File: src/rtl/uart_rx_deserializer.sv
// UART receive deserializer: 2-flop synchroniser, oversampled bit timing,
// runtime character format, registered character and error flags.
module uart_rx_deserializer #(
    parameter int unsigned DATA_WIDTH = 8,
    parameter int unsigned DIV_WIDTH  = 16
) (
    input  logic                  clk,
    input  logic                  reset,
    input  logic                  rx,
    input  logic [DIV_WIDTH-1:0]  baudDivisor,
    input  logic [4:0]            overSampling,
    input  logic [3:0]            dataType,
    input  logic                  parityEnable,
    input  logic                  parityType,
    input  logic [1:0]            stopBits,
    output logic [DATA_WIDTH-1:0] rxData,
    output logic                  dataValid,
    output logic                  parityError,
    output logic                  framingError,
    output logic                  busy
);

    localparam int unsigned CNT_W  = 5;
    localparam int unsigned IDX_W  = 3;
    localparam int unsigned CHAR_W = 8;

    typedef enum logic [2:0] {
        IDLE, START, DATA, PARITY, STOP, DONE
    } state_t;

    state_t                state_q, state_d;
    logic                  rx_meta_q, rx_sync_q, rx_prev_q, rx_prev_d;
    logic [DIV_WIDTH-1:0]  div_cnt_q, div_cnt_d;
    logic [CNT_W-1:0]      tick_cnt_q, tick_cnt_d;
    logic [IDX_W-1:0]      bit_idx_q, bit_idx_d;
    logic                  stop_idx_q, stop_idx_d;
    logic [CHAR_W-1:0]     shift_q, shift_d;
    logic                  par_flag_q, par_flag_d;
    logic                  frm_flag_q, frm_flag_d;
    logic                  is13_q, is13_d;
    logic [IDX_W-1:0]      char_last_q, char_last_d;
    logic                  par_en_q, par_en_d;
    logic                  par_odd_q, par_odd_d;
    logic                  two_stop_q, two_stop_d;
    logic [DATA_WIDTH-1:0] rx_data_q, rx_data_d;
    logic                  data_valid_q, data_valid_d;
    logic                  parity_error_q, parity_error_d;
    logic                  framing_error_q, framing_error_d;
    logic                  busy_q, busy_d;

    logic [DIV_WIDTH-1:0]  div_eff_c;
    logic                  tick_c;
    logic [CNT_W-1:0]      half_m1_c, osr_m1_c;
    logic                  full_c;
    logic [3:0]            width_c;

    // Tick generator and per-frame timing constants
    always_comb begin
        div_eff_c = (baudDivisor == '0) ? DIV_WIDTH'(1) : baudDivisor;
        tick_c    = (div_cnt_q >= (div_eff_c - DIV_WIDTH'(1)));
        half_m1_c = is13_q ? 5'd5  : 5'd7;
        osr_m1_c  = is13_q ? 5'd12 : 5'd15;
        full_c    = tick_c && (tick_cnt_q == osr_m1_c);
        if (dataType < 4'd5)      width_c = 4'd5;
        else if (dataType > 4'd8) width_c = 4'd8;
        else                      width_c = dataType;
    end

    // Next-state, counters, config latch and output register inputs
    always_comb begin
        state_d         = state_q;
        rx_prev_d       = (state_q == DONE) ? rx_prev_q : rx_sync_q;
        div_cnt_d       = tick_c ? '0 : div_cnt_q + DIV_WIDTH'(1);
        tick_cnt_d      = tick_c ? tick_cnt_q + 5'd1 : tick_cnt_q;
        bit_idx_d       = bit_idx_q;
        stop_idx_d      = stop_idx_q;
        shift_d         = shift_q;
        par_flag_d      = par_flag_q;
        frm_flag_d      = frm_flag_q;
        is13_d          = is13_q;
        char_last_d     = char_last_q;
        par_en_d        = par_en_q;
        par_odd_d       = par_odd_q;
        two_stop_d      = two_stop_q;
        rx_data_d       = rx_data_q;
        data_valid_d    = 1'b0;
        parity_error_d  = parity_error_q;
        framing_error_d = framing_error_q;
        busy_d          = busy_q;

        case (state_q)
            IDLE: begin
                tick_cnt_d = '0;
                if (rx_prev_q && !rx_sync_q) begin
                    state_d     = START;
                    div_cnt_d   = '0;
                    bit_idx_d   = '0;
                    stop_idx_d  = 1'b0;
                    shift_d     = '0;
                    par_flag_d  = 1'b0;
                    frm_flag_d  = 1'b0;
                    is13_d      = (overSampling == 5'd13);
                    char_last_d = IDX_W'(width_c - 4'd1);
                    par_en_d    = parityEnable;
                    par_odd_d   = parityType;
                    two_stop_d  = (stopBits == 2'd2);
                    busy_d      = 1'b1;
                end
            end
            START: begin
                if (tick_c && (tick_cnt_q == half_m1_c)) begin
                    tick_cnt_d = '0;
                    if (!rx_sync_q) begin
                        state_d = DATA;
                    end else begin
                        state_d = IDLE;
                        busy_d  = 1'b0;
                    end
                end
            end
            DATA: begin
                if (full_c) begin
                    tick_cnt_d         = '0;
                    shift_d[bit_idx_q] = rx_sync_q;
                    if (bit_idx_q == char_last_q) begin
                        bit_idx_d = '0;
                        state_d   = par_en_q ? PARITY : STOP;
                    end else begin
                        bit_idx_d = bit_idx_q + 3'd1;
                    end
                end
            end
            PARITY: begin
                if (full_c) begin
                    tick_cnt_d = '0;
                    if (rx_sync_q != ((^shift_q) ^ par_odd_q)) par_flag_d = 1'b1;
                    state_d = STOP;
                end
            end
            STOP: begin
                if (full_c) begin
                    tick_cnt_d = '0;
                    if (!rx_sync_q) frm_flag_d = 1'b1;
                    if (stop_idx_q == two_stop_q) begin
                        state_d         = DONE;
                        data_valid_d    = 1'b1;
                        busy_d          = 1'b0;
                        rx_data_d       = DATA_WIDTH'(shift_q);
                        parity_error_d  = par_flag_q;
                        framing_error_d = frm_flag_q | !rx_sync_q;
                    end else begin
                        stop_idx_d = 1'b1;
                    end
                end
            end
            DONE: begin
                state_d = IDLE;
            end
            default: begin
                state_d = IDLE;
                busy_d  = 1'b0;
            end
        endcase
    end

    // State, synchroniser and datapath registers
    always_ff @(posedge clk or negedge reset) begin
        if (!reset) begin
            state_q         <= IDLE;
            rx_meta_q       <= 1'b1;
            rx_sync_q       <= 1'b1;
            rx_prev_q       <= 1'b1;
            div_cnt_q       <= '0;
            tick_cnt_q      <= '0;
            bit_idx_q       <= '0;
            stop_idx_q      <= 1'b0;
            shift_q         <= '0;
            par_flag_q      <= 1'b0;
            frm_flag_q      <= 1'b0;
            is13_q          <= 1'b0;
            char_last_q     <= 3'd7;
            par_en_q        <= 1'b0;
            par_odd_q       <= 1'b0;
            two_stop_q      <= 1'b0;
            rx_data_q       <= '0;
            data_valid_q    <= 1'b0;
            parity_error_q  <= 1'b0;
            framing_error_q <= 1'b0;
            busy_q          <= 1'b0;
        end else begin
            state_q         <= state_d;
            rx_meta_q       <= rx;
            rx_sync_q       <= rx_meta_q;
            rx_prev_q       <= rx_prev_d;
            div_cnt_q       <= div_cnt_d;
            tick_cnt_q      <= tick_cnt_d;
            bit_idx_q       <= bit_idx_d;
            stop_idx_q      <= stop_idx_d;
            shift_q         <= shift_d;
            par_flag_q      <= par_flag_d;
            frm_flag_q      <= frm_flag_d;
            is13_q          <= is13_d;
            char_last_q     <= char_last_d;
            par_en_q        <= par_en_d;
            par_odd_q       <= par_odd_d;
            two_stop_q      <= two_stop_d;
            rx_data_q       <= rx_data_d;
            data_valid_q    <= data_valid_d;
            parity_error_q  <= parity_error_d;
            framing_error_q <= framing_error_d;
            busy_q          <= busy_d;
        end
    end

    assign rxData       = rx_data_q;
    assign dataValid    = data_valid_q;
    assign parityError  = parity_error_q;
    assign framingError = framing_error_q;
    assign busy         = busy_q;

endmodule

File: config.mk
export PLATFORM = sky130hd
export DESIGN_NAME = uart_rx_deserializer
export DESIGN_NICKNAME = d
export VERILOG_FILES = /design/src/rtl/uart_rx_deserializer.sv
export SDC_FILE = /design/constraint.sdc
export NUM_CORES = 1
export LEC_CHECK = 0
export BUFFER_PORTS_ARGS = -buffer_cell sky130_fd_sc_hd__buf_2
export CORE_ASPECT_RATIO = 0.6
export CORE_UTILIZATION = 25
export DETAILED_ROUTE_END_ITERATION = 7
export PLACE_DENSITY_LB_ADDON = 0.1
export REMOVE_ABC_BUFFERS = 1
export SYNTH_ARGS = -nofsm -noshare
export SYNTH_HDL_FRONTEND = slang
export SYNTH_SLANG_ARGS = --single-unit
File: constraint.sdc
create_clock -name clk -period 3.7 [get_ports clk]
set_input_delay 0.185 -clock clk [delete_from_list [all_inputs] [get_ports clk]]
set_output_delay 0.185 -clock clk [all_outputs]
set_load 0.05 [all_outputs]
Word level (Yosys, flattened, before mapping)
Cells that the tools add are included.
{"block": "word_totals", "romBits": 0, "word_cells": 129, "register_bits": 60, "ram_bits": 0, "latch_bits": 0, "memories": 0}
{"block": "classes", "multipliers": 0, "n_shift": 0, "mux": 51, "bitwise_logic": 3, "div": 0, "order_cmp": 5, "reduce_logical": 21, "addsub": 5, "n_eq_ne": 23}
{"operator": "16-bit 2-to-1 mux", "n": 4}
{"operator": "3-bit 2-to-1 mux", "n": 13}
{"operator": "2-bit != test (second input constant)", "n": 11}
{"operator": "16-bit by 1-bit adder with 16-bit output (second input constant)", "n": 1}
{"operator": "16-bit greater-or-equal comparator", "n": 1}
{"operator": "16-bit logical NOT", "n": 1}
{"operator": "1-bit 2-to-1 mux", "n": 16}
{"operator": "8-bit 2-to-1 mux", "n": 2}
{"operator": "8-bit case mux with 2 select lines", "n": 1}
{"operator": "16-bit by 1-bit subtractor with 16-bit output (second input constant)", "n": 1}
{"operator": "5-bit 2-to-1 mux", "n": 3}
{"operator": "3-bit case mux with 5 select lines", "n": 1}
{"operator": "5-bit case mux with 3 select lines", "n": 1}
{"operator": "4-bit AND reduction", "n": 3}
{"operator": "8-bit bitwise mux", "n": 1}
{"operator": "8-bit XOR reduction", "n": 1}
{"operator": "7-bit AND reduction", "n": 1}
{"operator": "3-bit by 2-bit equality test with 1-bit output (second input constant)", "n": 2}
{"operator": "3-bit equality test (second input constant)", "n": 2}
{"operator": "2-bit 2-to-1 mux", "n": 3}
{"operator": "1-bit case mux with 2 select lines", "n": 3}
{"operator": "3-bit case mux with 2 select lines", "n": 1}
{"operator": "3-bit AND reduction", "n": 2}
{"operator": "6-bit AND reduction", "n": 1}
{"operator": "26 further kinds", "n": 32}

Logic depth before layout (Yosys ltp)
{"block": "depth", "depth_word": 7, "depth_mapped": 18, "mapped_depth_nobuf": 17}

Worst setup path before layout
No wires, ideal clock.
{"block": "synth_timing", "kind": "input to register", "start": "input port baudDivisor[7]", "end": "register parity_error_q, in the netlist parityError", "path_buffers": 1, "setup_slack_ns": -0.548, "cell_stages": 18, "setup_time_ns": 0.127, "arrival_time_ns": 4.121, "path_cell_list": "or4_1 -> or3_4 -> or4_4 -> nor2_1 -> a21oi_1 -> ha_1 -> nand2_1 -> nor3_1 -> xnor2_1 -> ha_1 -> nand2_1 -> nor3_1 -> a41oi_2 -> nand2_2 -> nand3_2 -> nor4_2 -> buf_6 -> mux2_1"}
{"block": "synth_via", "elab_chain_cells": 6}
{"element": "start, declared", "line_no": "10", "rtl": "input logic [DIV_WIDTH-1:0] baudDivisor,"}
{"element": "16-bit logical NOT", "line_no": "59", "rtl": "div_eff_c = (baudDivisor == '0) ? DIV_WIDTH'(1) : baudDivisor;"}
{"element": "16-bit 2-to-1 mux *", "line_no": "59"}
{"element": "16-bit by 1-bit subtractor with 16-bit output *", "line_no": "60", "rtl": "tick_c = (div_cnt_q >= (div_eff_c - DIV_WIDTH'(1)));"}
{"element": "16-bit greater-or-equal comparator *", "line_no": "60"}
{"element": "1-bit logical AND *", "line_no": "63", "rtl": "full_c = tick_c && (tick_cnt_q == osr_m1_c);"}
{"element": "3-bit AND reduction (no source line) *"}
{"element": "end signal, assigned", "line_no": "209", "rtl": "parity_error_q <= parity_error_d;"}
{"element": "end, declared", "line_no": "47", "rtl": "logic parity_error_q, parity_error_d;"}
Every way passes the cells marked *; elsewhere a longest branch is shown, timed or not.
A chain may end at the register's enable or synchronous reset.

Final worst setup path
{"block": "layout_timing", "start": "input port baudDivisor[7]", "end": "register busy_q, in the netlist busy"}
{"block": "layout_via", "elab_chain_cells": 7}
{"element": "16-bit logical NOT", "line_no": "59"}
{"element": "16-bit 2-to-1 mux *", "line_no": "59"}
{"element": "16-bit by 1-bit subtractor with 16-bit output *", "line_no": "60"}
{"element": "16-bit greater-or-equal comparator *", "line_no": "60"}
{"element": "1-bit logical AND, on equally long branches", "line_no": "111, 63"}
{"element": "2-bit != test (no source line)"}
{"element": "6-bit AND reduction (no source line) *"}
{"element": "end signal, assigned", "line_no": "211", "rtl": "busy_q <= busy_d;"}
{"element": "end, declared", "line_no": "49", "rtl": "logic busy_q, busy_d;"}
Marks and branches as above.

==> results.tsv <==
stage	metric	value	unit
hold_path	hold endpoint	is13_q	
global_route	first-pass GRT wire length	15900	um
cts	Max H-tree Level	3	
synth	Yosys cell types	52	
worst_setup_path	crit path DAT	4.14	ns
placement	post-DP HPWL	6940	um
floorplanning	die area	0.0148	sq mm
worst_setup_path	Worst Setup Path Type	primary input to flop	
worst_setup_path	worst-path maximum fanout	6	
power	combinational share of power	14.4	%
worst_setup_path	R2R Path Start	div_cnt_q[0]	
status	failing checks	setup timing	
placement	IO Port Bufs	43	
timing	endpoints failing hold	0	
hold_path	Hold WC Path Type	primary input to flop	
job	number of max-cap violations	0	
timing	crit path time final	3.89	ns
cts	clock sinks	60	
detailed_routing	wire length per cell	14.7	um
timing	Max Fclk	257	MHz
detailed_routing	met1 wire length	5740	um
cts	clock transition at the registers of the reported paths	0.05	ns
layout	Ant. Diodes	0	
detailed_routing	DR WL met2	3520	um
hold_path	hold_sp	overSampling[1]	
timing	setup total negative slack	-2.70	ns
detailed_routing	top sig layer	met4	
cts	Worst-Skew Late Latency	0.33	ns
detailed_routing	drc violations	0	
layout	share of post-route cells with drive strength above 1	33.3	%
worst_setup_path	Worst R2R End	busy	
power	VDD IR max	174	uV
detailed_routing	drt pass-1 iters	4	
placement	pre-CTS setup slack	-0.881	ns
timing	final setup vio count	28	
detailed_routing	Via-to-Cell Ratio	4.58	
floorplanning	Ports	44	
global_route	vias in the first global route	2974	
power	pwr/cell area	367	mW/mm^2
floorplanning	die height	94.8	um
timing	max_slew headroom	25.1	%
synth	post-synthesis sequential area ratio	42.1	%
timing	final count of pins violating max slew	0	
global_route	GR Overflow Total	0	
global_route	largest net degree at the start of global routing	33	
worst_setup_path	FF-to-FF setup slack	1.00	ns
cts	CTS root buffer	clkbuf_16	
power	Net Switching	508	uW
cts	clock buffer depth	2	
layout	Syn-to-layout area delta	35.0	%
layout	commonest non-fill, non-tap cell in the layout	dfrtp_1	
power	clock share of power	43.7	%
synth	synth warn	0	
synth	Synth Cell Area	0.00359	sq mm
timing	min setup slack post-route	-0.188	ns
detailed_routing	routed wire length	9740	um
synth	Post-synth EDFFs	0	
cts	CTS tree	done	
worst_setup_path	CP Data Required Time	3.95	ns
floorplanning	Std-Cell Rows	33	
timing	unrepaired setup endpoints after global routing	yes	
floorplanning	core area	0.0138	sq mm
timing	period utilisation layout	105	%
power	Net Sw Frac	28.6	%
timing	Least-Margin Pin Slew	1.12	ns
floorplanning	DIE WIDTH	157	um
layout	commonest cells after routing, fill and taps aside	dfrtp_1 (54), buf_2 (42), nand2_1 (38), nor2_1 (37), buf_4 (32)	
layout	fill count	1442	
synth	Post-synth ARST share	100	%
floorplanning	initial core utilization	25.9	%
placement	RePlAce Congestion	0.773	
status	outcome	finished with violations	
detailed_routing	met3 WL	377	um
detailed_routing	DRT iter0 DRCs	164	
detailed_routing	post-route ant nets	0	
synth	Avg Synthesized Cell Area	9.44	sq um
hold_path	WHS Path Cells	2	
layout	# nets final	519	
timing	skew final	0.00726	ns
cts	clock buffer count from CTS	9	
power	sequential share of power	41.8	%
worst_setup_path	Reg2Reg Depth	12	
synth	Yosys reg bits	60	
worst_setup_path	CP Launch Type	primary input	
worst_setup_path	critical path endpoint category	flop	
power	Leakage	0.00216	uW
global_route	gr usage total	14.3	%
synth	ys flop type	dfrtp_1	
timing	worst hold slack	0.0354	ns
power	internal power	1270	uW
synth	Mapped Cells	380	
global_route	antenna violations before repair	0	
detailed_routing	vias	3037	
## critical path, cell delays in order
cell and delay (ns):
buf_6 0.09, or4_4 0.53, or3_4 0.34, or4_4 0.45, nor2_4 0.11, a21oi_2 0.08, buf_4 0.16, buf_4 0.12
ha_1 0.26, nand2b_4 0.13, a2111o_1 0.47, a41oi_2 0.24, nand2_2 0.11, buf_4 0.15, buf_6 0.13, a221oi_2 0.23
buf_4 0.16, nor2_1 0.03, a21oi_1 0.16
## through the flow
step	instance area, sq um	util (%)	power, uW	cells
floorplan	3540	-	875	369
global placement	4250	30.7	983	638
detailed placement	4250	30.7	984	638
CTS	4750	34.3	1810	661
global route	4840	35.0	1880	663
finish	4840	35.0	1780	663
## cell families (layout without fill, tap and decap cells)
| logic type | count (synthesis) | count (layout) | synth area share [%] |
|---|---|---|---|
| DFF | 60 | 60 | 42.1 |
| buffers and inverters | 18 | 108 | 2.09 |
| adders and majority gates | 21 | 21 | 7.33 |
| AOI/OAI and AO/OA | 70 | 71 | 12.0 |
| muxes | 13 | 13 | 4.05 |
| xor gates and xnor gates | 44 | 44 | 10.7 |
| and+or+nand+nor | 154 | 154 | 21.7 |
## sequential cells by signal, indices dropped and copies added, names as in the netlist, 3 cells and up
name and count:
tick_cnt_q 5, div_cnt_q 16, char_last_q 3, shift_q 8, state_q 3, rxData 8, bit_idx_q 3
## final cells by class
class                           instances  area, sq um  area share (%)
Multi-Input combinational cell        303         2210            45.6
Sequential cell                        60         1510            31.2
Timing Repair Buffer                   85          581            12.0
Tap cell                              192          240            4.96
Clock buffer                            9          225            4.65
Clock inverter                          7         50.0            1.03
Inverter                                7         26.3           0.543
## routing by layer
layer / vias up / GRT usage (%)
li1: 1514 / -
met1: 1464 / 22.8
met2: 49 / 17.9
met3: 10 / 3.90
met4: 0 / 3.92
met5: - / 0
## power by group through the flow
stage               registers [uW]  logic [uW]  clock network [uW]
global placement               756         228                   0
finish                         744         257                 777
CTS                            745         258                 809
global route                   752         293                 835
floorplan                      738         137                   0
detailed placement             756         228                   0
## cells in the mapped netlist, types with 2 or more instances
master / instances / area (sq um)
o22ai_1: 2 / 12.5
a31oi_1: 2 / 12.5
or2_2: 3 / 18.8
and3_1: 3 / 18.8
nand3_1: 15 / 75.1
a21oi_2: 3 / 26.3
dfstp_2: 6 / 158
clkbuf_1: 9 / 33.8
nor2_1: 40 / 150
nor4_2: 2 / 25.0
nand2_1: 41 / 154
and2_1: 2 / 12.5
nor3_2: 2 / 20.0
inv_1: 7 / 26.3
nand2b_1: 7 / 43.8
nor3_1: 7 / 35.0
nand4_1: 9 / 56.3
o31ai_1: 2 / 15.0
o21ai_0: 30 / 150
nand3b_1: 3 / 22.5
mux2_2: 3 / 33.8
xnor2_1: 23 / 201
o41ai_1: 2 / 17.5
dfrtp_1: 54 / 1350
or3_1: 4 / 25.0
nor2b_1: 7 / 43.8
mux2_1: 9 / 101
xor2_1: 21 / 184
ha_1: 21 / 263
a21oi_1: 19 / 95.1
## worst max path at each step
stage | end | slack, ns | start
after floorplan | framingError | -0.90 | baudDivisor[7]
after global placement | framingError | -0.86 | baudDivisor[7]
after detailed placement | framingError | -0.88 | baudDivisor[7]
after CTS | rxData[2] | -0.15 | baudDivisor[7]
after global routing | busy | -0.36 | baudDivisor[7]
final | busy | -0.19 | baudDivisor[7]
## repair_timing
item,in CTS,in global routing
gates resized for setup,54,26
pin swaps,19,5
hold endpoints to repair,28,0
hold buffers,2,0
buffers inserted,5,4
setup endpoints to repair,34,34
gates cloned,2,0
(Power assumes the default switching activity.)
